==> config.mk <==
export PLATFORM = sky130hd
export DESIGN_NAME = imm_gen_stage
export DESIGN_NICKNAME = d
export VERILOG_FILES = /design/src/rtl/imm_gen_stage.sv
export SDC_FILE = /design/constraint.sdc
export NUM_CORES = 1
export LEC_CHECK = 0
export BUFFER_PORTS_ARGS = -buffer_cell sky130_fd_sc_hd__buf_4
export CAP_MARGIN = 5
export CORE_ASPECT_RATIO = 1.25
export CORE_MARGIN = 5
export CORE_UTILIZATION = 50
export CTS_BUF_LIST = sky130_fd_sc_hd__clkbuf_8 sky130_fd_sc_hd__clkbuf_16
export CTS_CLUSTER_DIAMETER = 100
export DETAILED_ROUTE_END_ITERATION = 8
export PLACE_DENSITY = 0.71
export SYNTH_ARGS = -nofsm -noshare
export SYNTH_HDL_FRONTEND = slang
export SYNTH_SLANG_ARGS = --single-unit
==> constraint.sdc <==
create_clock -name clk -period 6 [get_ports clk]
set_clock_uncertainty 0.15 [all_clocks]
set_input_delay 1.2 -clock clk [delete_from_list [all_inputs] [get_ports clk]]
set_output_delay 1.2 -clock clk [all_outputs]
set_load 0.02 [all_outputs]
==> src/rtl/imm_gen_stage.sv <==
// imm_gen_stage: ID-stage immediate generator feeding a small ID/EX FIFO.
// Optional macro IMM_ZEXT_LOGIC_EN: andi/ori/xori zero-extend (kind ZEXT) instead of sign-extending.
module imm_gen_stage #(
    parameter int BUF_DEPTH = 2,
    parameter int BR_SHIFT  = 2
) (
    input  logic        clk,
    input  logic        rst,
    input  logic        flush,
    input  logic        in_valid,
    output logic        in_ready,
    input  logic [31:0] instr,
    input  logic [31:0] pc_plus4,
    output logic        out_valid,
    input  logic        out_ready,
    output logic [31:0] imm_out,
    output logic [2:0]  imm_kind,
    output logic [31:0] target
);
    localparam int PW = (BUF_DEPTH > 1) ? $clog2(BUF_DEPTH) : 1;
    localparam int CW = $clog2(BUF_DEPTH + 1);
    localparam logic [PW-1:0] LAST = PW'(BUF_DEPTH - 1);
    localparam logic [CW-1:0] FULL = CW'(BUF_DEPTH);
    localparam logic [2:0] K_NONE = 3'd0;
    localparam logic [2:0] K_SEXT = 3'd1;
    localparam logic [2:0] K_LUI  = 3'd3;
    localparam logic [2:0] K_BR   = 3'd4;
    localparam logic [2:0] K_JMP  = 3'd5;
`ifdef IMM_ZEXT_LOGIC_EN
    localparam logic [2:0] K_ZEXT = 3'd2;
`endif

    logic [5:0]    op;
    logic [15:0]   imm;
    logic [31:0]   sext;
    logic [31:0]   dec_imm, dec_tgt;
    logic [2:0]    dec_kind;
    logic          push, pop;
    logic [PW-1:0] head_q, head_d, tail_q, tail_d;
    logic [CW-1:0] count_q, count_d;
    logic [31:0]   mem_imm_q [BUF_DEPTH];
    logic [31:0]   mem_imm_d [BUF_DEPTH];
    logic [31:0]   mem_tgt_q [BUF_DEPTH];
    logic [31:0]   mem_tgt_d [BUF_DEPTH];
    logic [2:0]    mem_kind_q [BUF_DEPTH];
    logic [2:0]    mem_kind_d [BUF_DEPTH];

    assign op        = instr[31:26];
    assign imm       = instr[15:0];
    assign sext      = {{16{imm[15]}}, imm};
    assign in_ready  = count_q < FULL;
    assign out_valid = count_q != '0;
    assign imm_out   = mem_imm_q[head_q];
    assign imm_kind  = mem_kind_q[head_q];
    assign target    = mem_tgt_q[head_q];
    assign push      = in_valid & in_ready & ~flush;
    assign pop       = out_valid & out_ready & ~flush;

    function automatic logic [PW-1:0] nxt(input logic [PW-1:0] p);
        return (p == LAST) ? '0 : p + 1'b1;
    endfunction

    // Decode the incoming opcode into extension kind, immediate and target
    always_comb begin
        dec_kind = K_SEXT;
        dec_imm  = sext;
        dec_tgt  = '0;
        case (op)
            6'h00: begin
                dec_kind = K_NONE;
                dec_imm  = '0;
            end
`ifdef IMM_ZEXT_LOGIC_EN
            6'h0C, 6'h0D, 6'h0E: begin
                dec_kind = K_ZEXT;
                dec_imm  = {16'h0, imm};
            end
`else
            6'h0C, 6'h0D, 6'h0E: begin
                dec_kind = K_SEXT;
                dec_imm  = sext;
            end
`endif
            6'h0F: begin
                dec_kind = K_LUI;
                dec_imm  = {imm, 16'h0};
            end
            6'h04, 6'h05: begin
                dec_kind = K_BR;
                dec_imm  = sext << BR_SHIFT;
                dec_tgt  = pc_plus4 + dec_imm;
            end
            6'h02, 6'h03: begin
                dec_kind = K_JMP;
                dec_imm  = {pc_plus4[31:28], instr[25:0], 2'b00};
                dec_tgt  = dec_imm;
            end
            default: ;
        endcase
    end

    // FIFO next state: flush wins over push and pop, tail entry written on push
    always_comb begin
        head_d     = flush ? '0 : (pop ? nxt(head_q) : head_q);
        tail_d     = flush ? '0 : (push ? nxt(tail_q) : tail_q);
        count_d    = flush ? '0 : count_q + CW'(push) - CW'(pop);
        mem_imm_d  = mem_imm_q;
        mem_tgt_d  = mem_tgt_q;
        mem_kind_d = mem_kind_q;
        if (push) begin
            mem_imm_d[tail_q]  = dec_imm;
            mem_tgt_d[tail_q]  = dec_tgt;
            mem_kind_d[tail_q] = dec_kind;
        end
    end

    // State registers; asynchronous reset clears pointers and every entry
    always_ff @(posedge clk or posedge rst) begin
        if (rst) begin
            head_q     <= '0;
            tail_q     <= '0;
            count_q    <= '0;
            mem_imm_q  <= '{default: '0};
            mem_tgt_q  <= '{default: '0};
            mem_kind_q <= '{default: '0};
        end else begin
            head_q     <= head_d;
            tail_q     <= tail_d;
            count_q    <= count_d;
            mem_imm_q  <= mem_imm_d;
            mem_tgt_q  <= mem_tgt_d;
            mem_kind_q <= mem_kind_d;
        end
    end
endmodule

==> impl_metrics.json <==
{
  "ys_async_sr_fraction_pct": 100,
  "io_buffers": 137,
  "min_period_over_period_pct": 65.5,
  "syn_area_mm2": 0.00814,
  "antenna_found_initial": 0,
  "endpoint_kind": "output port",
  "utilization_pct": 61.0,
  "routedWlPerCell_um": 18.5,
  "grt_max_degree": 68,
  "pin_count": 138,
  "synth_edf_count": 0,
  "ir_drop_mv": 0.200,
  "grt_pass1_vias": 6698,
  "cts_tree": "done",
  "drc": 0,
  "dieWidth_um": 124,
  "netlist_instances": 886,
  "setup_viol": 0,
  "rr_startpoint": "count_q[1]$_DFF_PP0_",
  "yosys_register_bits": 138,
  "filler_cell_count": 1436,
  "synth_warnings": 0,
  "synth_nets": 987,
  "cts-buffers-inserted": 17,
  "cts-resized-gates": 0,
  "maxSlewViolCount": 0,
  "hold_viol": 0,
  "crit_path_frequent_cell": "buf_4",
  "cts_root_buffer": "clkbuf_16",
  "p_per_area_mw_per_mm2": 362,
  "hold_class": "flip-flop to flip-flop",
  "route.antenna.remaining_nets": 0,
  "max_slew.worst_pin.slew_ns": 0.945,
  "first_pass_iters": 5,
  "clkTransAtPathRegs_ns": 0.06,
  "areaGrowthSynthToFinish_pct": 20.4,
  "h-tree-depth": 4,
  "path_delay_family": "flip-flops",
  "drt-initial-drc-count": 637,
  "met1Wirelength_mm": 9.67,
  "fmax_ghz": 0.254,
  "met3WireLength_mm": 1.53,
  "crit_start": "head_q$_DFFE_PP0P_",
  "critPathRequiredTime_ns": 4.65,
  "wl_met2_mm": 10.9,
  "avgViaCountPerCell": 5.74,
  "p_leak_nw": 4.54,
  "r2r_slack_ns": 3.14,
  "grt_pass1_wl_mm": 35.5,
  "setup-tns-final_ns": 0,
  "avgSynthCellArea_um2": 9.18,
  "min_from": "mem_imm_q[36]$_DFFE_PP0P_",
  "post_cts_buffers": 0,
  "status": "finished clean",
  "holdBufCountCts": 0,
  "min_period_ns": 3.93,
  "n_antenna_cell": 0,
  "clock_path_buffers": 2,
  "fp-row-count": 52,
  "ys_types": 71,
  "drive_gt1_share_pct": 26.3,
  "ys.flop_type": "dfrtp_1",
  "cp_cell_sequence": "buf_4 -> mux2_2 -> buf_4",
  "cap_viol_max_count": 0,
  "start_util_pct": 50.6,
  "cp.buffers_inverters": 2,
  "vias": 7014,
  "critical_path_class": "flip-flop to output port",
  "wl_mm": 22.7,
  "grt-ovfl-total": 0,
  "start_kind": "flip-flop",
  "place_area_mm2": 0.00921,
  "cp_data_arrival_time_ns": 2.58,
  "synth-seq-area-share_pct": 42.4,
  "critical-path-slowest-cell": "dfrtp_2",
  "final_nets": 1094,
  "highest_layer": "met4",
  "hpwl_mm": 16.1,
  "die_area_mm2": 0.0189,
  "design_area_mm2": 0.00980,
  "place.gp.congestion": 0.947,
  "cts.sinks": 138,
  "slowest_delay_ns": 0.99,
  "clk_latency_ns": 0.41,
  "rsz0062_at_grt": "no",
  "design.core.area_mm2": 0.0161,
  "max_slew_margin_pct": 37.0,
  "die_height_um": 153,
  "grt_usage_pct": 24.0,
  "crit_fanout": 37
}
## flip-flops by register name (all words and copies together), names as in the netlist
name,cells
count_q,2
mem_tgt_q,64
mem_imm_q,64
tail_q,1
head_q,1
mem_kind_q,6
## cell usage in the layout (no fill, tap or decap), types with 5 or more instances in the layout
cell type	instances
dfrtp_1	137
nand4_1	5
ha_1	31
a211oi_1	5
inv_1	16
xor2_1	5
nor2b_1	6
buf_4	146
nand2_1	167
a21o_1	10
a221oi_1	18
and3_1	6
mux2_2	67
mux2i_1	6
nand3_1	13
a31oi_1	9
nor3_1	8
xnor2_1	13
o21ai_0	132
nor2_1	37
nand3b_1	5
a22oi_1	29
a21oi_1	37
clkbuf_16	17
## path summary, 6_finish.rpt
| path | to | cells after the start |
|---|---|---|
| setup / recovery | imm_kind[1] | 3 |
| hold / removal | mem_imm_q[36]$_DFFE_PP0P_ | 2 |
| setup reg to reg | mem_tgt_q[25]$_DFFE_PP0P_ | 7 |
| hold reg to reg | mem_imm_q[36]$_DFFE_PP0P_ | 2 |
| max in group asynchronous | mem_tgt_q[43]$_DFFE_PP0P_ | 3 |
| min in group asynchronous | mem_tgt_q[33]$_DFFE_PP0P_ | 2 |
## logic make-up (layout without fill, tap and decap cells)
kind of cell               Yosys count  in the layout  share of synthesized area, %
adders and majority gates           32             32                          5.01
buffers and inverters               74            194                          4.60
xor gates and xnor gates            18             18                          1.94
muxes                               73             73                          10.0
AOI/OAI and AO/OA                  279            279                          21.3
and+or+nand+nor                    272            272                          14.7
DFF                                138            138                          42.4
## synth_stat cells, types with 3 or more instances
library cell | count | area, um^2
o21ai_0 | 132 | 661
o21ai_1 | 3 | 15.0
buf_1 | 8 | 30.0
o21a_1 | 3 | 22.5
o31ai_1 | 3 | 22.5
and2_1 | 3 | 18.8
clkbuf_8 | 4 | 55.1
a31oi_1 | 9 | 56.3
a21oi_1 | 37 | 185
nand3b_1 | 5 | 37.5
ha_1 | 31 | 388
o21bai_1 | 4 | 30.0
mux2_2 | 67 | 754
nor2b_1 | 6 | 37.5
mux2i_1 | 6 | 60.1
nand2_1 | 168 | 631
and3_1 | 6 | 37.5
a221oi_1 | 18 | 158
nand3_1 | 13 | 65.1
inv_1 | 16 | 60.1
a21o_1 | 10 | 75.1
a211oi_1 | 5 | 37.5
nor3_1 | 9 | 45.0
xor2_1 | 5 | 43.8
or3_1 | 4 | 25.0
nor2_1 | 37 | 139
clkbuf_1 | 40 | 150
nand4_1 | 5 | 31.3
dfrtp_1 | 138 | 3450
xnor2_1 | 13 | 114
a22oi_1 | 29 | 218
## routing by layer
layer,track usage (%),vias to the layer above
li1,-,3404
met1,33.2,3329
met2,38.5,244
met3,3.64,37
met4,7.72,0
met5,0,-
## cell type report
type                    instances  area [um^2]  share of cell area (%)
well taps                     216          270                    2.76
flip-flops and latches        138         3450                    35.3
clock buffers                  18          439                    4.48
inverters                      16         62.6                   0.638
multi-input cells             674         4330                    44.2
clock inverters                14          148                    1.51
repair buffers                146         1100                    11.2
## per-stage QoR
stage	instances	hold slack (ns)	total power, mW	setup WS [ns]
6_report	1222	0.323	3.54	2.07
3_3_place_gp	1190	0.305	2.50	2.21
4_1_cts	1222	0.325	3.57	2.07
5_1_grt	1222	0.339	3.75	1.99
3_5_place_dp	1190	0.311	2.53	2.16
2_1_floorplan	886	0.291	2.10	0.954
## power breakdown
group / internal [mW] / switching [mW]
Clock: 0.625 / 0.409
Sequential: 1.18 / 0.148
Combinational: 0.527 / 0.650
Total: 2.34 / 1.21
## worst min-delay path, delay by kind of cell, from the launching register on
family | cells | cell delay [ns]
flops | 1 | 0.33
compound gates | 1 | 0.06
simple gates | 1 | 0.05
(Power assumes the default switching activity.)
